--- src/rtl/probe_cond_pkg.sv ---
// Shared definitions for the a18 probe conditioner: FSM encoding, probe bus layout, width helper.
// Latency: none (definitions only).
// Backpressure: none (definitions only).
package probe_cond_pkg;

    typedef enum logic [1:0] {
        ST_IDLE  = 2'd0,
        ST_ARMED = 2'd1,
        ST_CAPT  = 2'd2,
        ST_DONE  = 2'd3
    } state_t;

    // Bit positions on the 6-bit analyzer probe bus
    localparam int PRB_A18_S  = 0;
    localparam int PRB_KEY_S  = 1;
    localparam int PRB_KEY_DB = 2;
    localparam int PRB_TRIG   = 3;
    localparam int PRB_ST_LO  = 4;
    localparam int PRB_ST_HI  = 5;
    localparam int PRB_W      = 6;

    // Counter width able to hold 0..n-1, never narrower than one bit
    function automatic int cnt_width(input int n);
        return (n > 1) ? $clog2(n) : 1;
    endfunction

endpackage

--- src/rtl/probe_cond_sync.sv ---
// Multi-flop synchroniser bringing one asynchronous input into the clk_i domain.
// Latency: STAGES cycles from input sample to q_o.
// Backpressure: none; samples every cycle.
module probe_cond_sync #(
    parameter int STAGES = 2
) (
    input  logic clk_i,
    input  logic rst_i,
    input  logic d_i,
    output logic q_o
);

    logic [STAGES-1:0] chain;

    // Shift the raw input through the flop chain; only the last flop is used downstream
    always_ff @(posedge clk_i or posedge rst_i) begin
        if (rst_i) begin
            chain <= '0;
        end else begin
            chain <= {chain[STAGES-2:0], d_i};
        end
    end

    assign q_o = chain[STAGES-1];

endmodule

--- src/rtl/probe_cond.sv ---
// Conditions key1/a18 for the analyzer: sync, debounce, arm FSM, edge count and min-high-width capture.
// Latency: a18_i step sampled at edge N gives trig_o high for edge N+SYNC_STAGES+1 only.
// Backpressure: none; the analyzer samples the outputs every cycle.
module probe_cond
    import probe_cond_pkg::*;
#(
    parameter int SYNC_STAGES     = 2,
    parameter int DEBOUNCE_CYCLES = 270000,
    parameter int WINDOW_CYCLES   = 65535,
    parameter int CNT_W           = 16
) (
    input  logic             clk_i,
    input  logic             rst_i,
    input  logic             key1_i,
    input  logic             a18_i,
    output logic             trig_o,
    output logic             done_o,
    output logic [CNT_W-1:0] edge_cnt_o,
    output logic [CNT_W-1:0] min_hi_o,
    output logic [PRB_W-1:0] probe_o
);

    localparam int DB_W  = cnt_width(DEBOUNCE_CYCLES);
    localparam int WIN_W = cnt_width(WINDOW_CYCLES);
    localparam logic [DB_W-1:0]  DB_LAST  = DB_W'(DEBOUNCE_CYCLES - 1);
    localparam logic [WIN_W-1:0] WIN_LAST = WIN_W'(WINDOW_CYCLES - 1);
    localparam logic [CNT_W-1:0] CNT_MAX  = '1;

    logic             key_s;
    logic             a18_s;
    logic             a18_d;
    logic             key_db;
    logic             key_db_d;
    logic [DB_W-1:0]  db_cnt;
    logic [CNT_W-1:0] hi_ctr;
    logic [WIN_W-1:0] win_ctr;
    state_t           state;

    logic a18_edge;
    logic a18_rise;
    logic a18_fall;
    logic press;

    probe_cond_sync #(.STAGES(SYNC_STAGES)) u_sync_key (
        .clk_i (clk_i),
        .rst_i (rst_i),
        .d_i   (key1_i),
        .q_o   (key_s)
    );

    probe_cond_sync #(.STAGES(SYNC_STAGES)) u_sync_a18 (
        .clk_i (clk_i),
        .rst_i (rst_i),
        .d_i   (a18_i),
        .q_o   (a18_s)
    );

    assign a18_edge = a18_s ^ a18_d;
    assign a18_rise = a18_s & ~a18_d;
    assign a18_fall = ~a18_s & a18_d;
    assign press    = key_db & ~key_db_d;

    // Debounce: key_s must disagree with key_db for DEBOUNCE_CYCLES consecutive cycles to flip it
    always_ff @(posedge clk_i or posedge rst_i) begin
        if (rst_i) begin
            key_db   <= 1'b0;
            key_db_d <= 1'b0;
            db_cnt   <= '0;
        end else begin
            key_db_d <= key_db;
            if (key_s == key_db) begin
                db_cnt <= '0;
            end else if (db_cnt == DB_LAST) begin
                key_db <= key_s;
                db_cnt <= '0;
            end else begin
                db_cnt <= db_cnt + 1'b1;
            end
        end
    end

    // High-width tracker: the rising-edge cycle is the first high cycle, so a W-cycle pulse reads W
    always_ff @(posedge clk_i or posedge rst_i) begin
        if (rst_i) begin
            a18_d  <= 1'b0;
            hi_ctr <= '0;
        end else begin
            a18_d <= a18_s;
            if (a18_rise) begin
                hi_ctr <= CNT_W'(1);
            end else if (a18_s && hi_ctr != CNT_MAX) begin
                hi_ctr <= hi_ctr + 1'b1;
            end
        end
    end

    // Arm/capture FSM with registered trigger, done flag and capture results
    always_ff @(posedge clk_i or posedge rst_i) begin
        if (rst_i) begin
            state      <= ST_IDLE;
            trig_o     <= 1'b0;
            done_o     <= 1'b0;
            edge_cnt_o <= '0;
            min_hi_o   <= CNT_MAX;
            win_ctr    <= '0;
        end else begin
            trig_o <= 1'b0;
            case (state)
                ST_IDLE: begin
                    if (press) begin
                        state      <= ST_ARMED;
                        edge_cnt_o <= '0;
                        min_hi_o   <= CNT_MAX;
                        win_ctr    <= '0;
                    end
                end
                ST_ARMED: begin
                    // An edge takes priority over a simultaneous disarm press
                    if (a18_edge) begin
                        state      <= ST_CAPT;
                        trig_o     <= 1'b1;
                        edge_cnt_o <= CNT_W'(1);
                    end else if (press) begin
                        state <= ST_IDLE;
                    end
                end
                ST_CAPT: begin
                    if (a18_edge && edge_cnt_o != CNT_MAX) begin
                        edge_cnt_o <= edge_cnt_o + 1'b1;
                    end
                    if (a18_fall && hi_ctr < min_hi_o) begin
                        min_hi_o <= hi_ctr;
                    end
                    if (win_ctr == WIN_LAST) begin
                        state  <= ST_DONE;
                        done_o <= 1'b1;
                    end else begin
                        win_ctr <= win_ctr + 1'b1;
                    end
                end
                ST_DONE: begin
                    if (press) begin
                        state      <= ST_ARMED;
                        done_o     <= 1'b0;
                        edge_cnt_o <= '0;
                        min_hi_o   <= CNT_MAX;
                        win_ctr    <= '0;
                    end
                end
                default: begin
                    state <= ST_IDLE;
                end
            endcase
        end
    end

    assign probe_o = {state, trig_o, key_db, key_s, a18_s};

endmodule

--- config.mk ---
export PLATFORM = sky130hd
export DESIGN_NAME = probe_cond
export DESIGN_NICKNAME = d
export VERILOG_FILES = /design/src/rtl/probe_cond_pkg.sv /design/src/rtl/probe_cond_sync.sv /design/src/rtl/probe_cond.sv
export SDC_FILE = /design/constraint.sdc
export NUM_CORES = 1
export LEC_CHECK = 0
export ABC_AREA = 1
export CAP_MARGIN = 5
export CELL_PAD_IN_SITES_DETAIL_PLACEMENT = 1
export CELL_PAD_IN_SITES_GLOBAL_PLACEMENT = 2
export CORE_MARGIN = 3
export CORE_UTILIZATION = 38
export CTS_CLUSTER_DIAMETER = 60
export DETAILED_ROUTE_END_ITERATION = 16
export PLACE_DENSITY_LB_ADDON = 0.1
export REMOVE_ABC_BUFFERS = 1
export SYNTH_ARGS = -nofsm -noshare
export SYNTH_HDL_FRONTEND = slang
export SYNTH_SLANG_ARGS = --single-unit
--- constraint.sdc ---
create_clock -name clk_i -period 6.6 [get_ports clk_i]
set_clock_uncertainty 0.15 [all_clocks]
set_input_delay 1.32 -clock clk_i [delete_from_list [all_inputs] [get_ports clk_i]]
set_output_delay 1.32 -clock clk_i [all_outputs]
set_load 0.05 [all_outputs]
==> summary.txt <==
Slew Viols, Final -> 0
CP Launch Point -> min_hi_o[1]$_DFFE_PP1P_
Clk sinks -> 94
Layout Nets -> 765
Max-cap check violation count -> 0
Final count of hold timing violations -> 0
Final setup TNS -> 0 ns
CTS tree -> yes
CTS Buf Count -> 9
Die X -> 126 um
Min Hold Slack -> 0.202 ns
Post-DR wirelength/cell -> 15.8 um
Class of the worst hold path -> reg -> reg
Synth-to-layout area growth -> 15.1%
Congestion Overflow GR -> 0
Clk buf depth -> 2
Status -> finished, final reports clean
Largest net degree at the start of global routing -> 57
Sequential power share -> 49.9%
Register area share after synthesis -> 43.0%
Core area -> 14000 um^2
Chip height -> 126 um
Cell variety after synth -> 42
Gate Count Post-Synth -> 698
Final setup viols -> 0
Starting Density -> 39.3%
Worst Setup End Kind -> primary output
Post-synthesis cell area -> 5520 um^2
Placed Instances -> 904
Hold-fix buffer count after cts -> 0
Sw Share -> 24.6%
CP cell instances -> clkdlybuf4s50_1
Top cell family by delay on the critical path -> buffers and inverters
Finished Layout Cells -> 920
Crit path largest cell delay -> 0.81 ns
Fraction of layout cells with a size suffix above 1 -> 8.78%
Seq cells post-synth -> 94
Placer Congestion -> 0.770
# rows -> 43
Die area -> 16000 um^2
CTS root buffer -> clkbuf_16
CP Data Arrival Time -> 1.72 ns
Global-route wire length before repair -> 25.1 mm
Crit start category -> flop
Int Pwr -> 0.000903 W
Area share of the largest cell type after synthesis -> 35.4%
Setup Buffers After CTS -> 0
Diode count -> 0
H-tree levels -> 3
FF-to-FF path depth -> 9
Top cells by area, synth -> dfrtp_1 35%, nand2_1 11%, dfstp_2 7.6%, ha_1 5.9%, inv_1 5.7%
R2R Path End -> win_ctr[4]$_DFFE_PP0P_
Worst Setup EP -> min_hi_o[1]
Synth area leader -> dfrtp_1
GRT Total Usage -> 19.1%
WP depth -> 1
Remaining antenna violation count -> 0
Critical path's slowest cell -> clkdlybuf4s50_1
First-pass DRT Iterations -> 4
Detailed-route vias per instance -> 5.09
Synth Warn # -> 0
Buffers on Ports -> 43
Average size of a mapped cell -> 7.90 um^2
R2R Setup Slk -> 3.70 ns
Maximum vdd drop -> 0.130 mV
RSZ-0062 raised after global routing -> no
Clock slew at reported path FFs -> 0.07 ns
Fin crit share -> 48.4%
PwrDens -> 189 nW/um^2
Number of global-route vias before repair -> 5159
Slew @ Worst Pin -> 0.740 ns
Fmax -> 0.313 GHz
Vias -> 4686
Clk pwr share -> 44.1%
WP buf/inv -> 1
Drt total wl -> 14.5 mm
Tmin final -> 3.19 ns
Lkg Pwr -> 2.69 nW
Required @ worst endpoint -> 5.13 ns
Gate power share -> 6.1%
Net Sw Power -> 0.000295 W
Max FO, Critical Path -> 3
Iter 0 DRT Violations -> 179
HPWL after DPL -> 10.5 mm
Slew headroom -> 50.7%
Crit Path Category -> reg -> out
Worst r2r src -> state[0]$_DFFE_PP0P_
Number of antenna violations at the first check in global routing -> 0
Drt drc -> 0
CTS resizes -> 0
Worst skew pair latency -> 0.35 ns
Total I/O pin count -> 44
==> cell families (layout without fill, tap and decap cells) <==
| logic type | after synthesis | after routing | synth area share (%) |
|---|---|---|---|
| mux | 1 | 1 | 0.204 |
| buf+inv | 105 | 147 | 8.14 |
| fa+ha+maj | 26 | 26 | 5.90 |
| compound gates | 75 | 75 | 8.01 |
| xor+xnor | 30 | 30 | 4.76 |
| flops | 94 | 94 | 43.0 |
| simple gates | 367 | 367 | 30.0 |
==> Yosys cell counts, drive strengths merged <==
cell type    n
a211oi       1
a21boi       2
a21oi       25
a31oi        1
buf         12
clkbuf       6
dfrtp       78
dfstp       16
ha          26
inv         87
mux2         1
nand2      174
nand3       54
nand3b       3
nand4       13
nor2        75
nor3        34
nor3b        5
nor4         4
o211ai       2
o21a         1
o21ai       35
o21bai       1
o22ai        1
o31ai        6
or2          5
xnor2        5
xor2        25
==> worst min-delay path by stage <==
| stage | from | slack, ns | to | cells past startpoint |
|---|---|---|---|---|
| detailed placement | u_sync_key.chain[0]$_DFF_PP0_ | 0.19 | u_sync_key.chain[1]$_DFF_PP0_ | 0 |
| finish | u_sync_a18.chain[0]$_DFF_PP0_ | 0.20 | u_sync_a18.chain[1]$_DFF_PP0_ | 0 |
| CTS | u_sync_a18.chain[0]$_DFF_PP0_ | 0.21 | u_sync_a18.chain[1]$_DFF_PP0_ | 0 |
| global placement | u_sync_a18.chain[0]$_DFF_PP0_ | 0.19 | u_sync_a18.chain[1]$_DFF_PP0_ | 0 |
| global route | u_sync_key.chain[0]$_DFF_PP0_ | 0.22 | u_sync_key.chain[1]$_DFF_PP0_ | 0 |
| floorplan | u_sync_a18.chain[0]$_DFF_PP0_ | 0.18 | u_sync_a18.chain[1]$_DFF_PP0_ | 0 |
==> stage by stage <==
step | setup WS [ns] | power (W) | instance area (um^2) | utilization, %
floorplan | 2.71 | 0.000655 | 5390 | -
global placement | 3.52 | 0.000679 | 6060 | 43.2
detailed placement | 3.49 | 0.000683 | 6060 | 43.2
CTS | 3.39 | 0.00122 | 6350 | 45.2
global route | 3.36 | 0.00125 | 6350 | 45.2
finish | 3.41 | 0.00120 | 6350 | 45.2
==> metal layers <==
metal / track usage (%) / up-vias / wire length (um)
li1: - / 2334 / -
met2: 33.3 / 52 / 7210
met5: 0 / - / 0
met3: 3.20 / 14 / 412
met4: 5.30 / 0 / 173
met1: 24.5 / 2286 / 6710
==> cells in the final DEF (no fill, tap or decap), drive strengths merged <==
master	Yosys	layout
dfrtp	78	78
or2	5	5
buf	12	1
a21oi	25	25
o21a	1	1
xor2	25	25
nor3b	5	5
o21bai	1	1
xnor2	5	5
bufinv	0	1
inv	87	87
a211oi	1	1
o31ai	6	6
nor3	34	34
nor2	75	75
a21boi	2	2
dfstp	16	16
nand3	54	54
clkdlybuf4s50	0	43
clkinv	0	5
o21ai	35	35
o211ai	2	2
clkbuf	6	10
nand2	174	174
o22ai	1	1
nand3b	3	3
a31oi	1	1
nor4	4	4
mux2	1	1
ha	26	26
nand4	13	13
==> layout make-up <==
cell class | instances | area [um^2]
Inverter | 87 | 329
Clock inverter | 6 | 62.6
Timing Repair Buffer | 44 | 438
Fill cell | 1750 | 7690
Clock buffer | 10 | 229
Tap cell | 180 | 225
Multi-Input combinational cell | 499 | 2700
Sequential cell | 94 | 2370
==> power by group through the flow <==
stage	logic, W	registers [W]	clock network [W]
5_1_grt	0.0000860	0.000599	0.000566
4_1_cts	0.0000755	0.000597	0.000543
6_report	0.0000726	0.000597	0.000528
3_5_place_dp	0.0000751	0.000608	0
2_1_floorplan	0.0000484	0.000606	0
3_3_place_gp	0.0000723	0.000607	0
==> sequential cells by signal, summed over array words and instances, names as in the netlist <==
name              flops
db_cnt               19
edge_cnt_o           16
state                 2
key_db_d              1
win_ctr              16
a18_d                 1
trig_o                1
min_hi_o             16
u_sync_key.chain      2
u_sync_a18.chain      2
key_db                1
hi_ctr               16
done_o                1
Note: power is estimated with default switching activity, not from simulation.
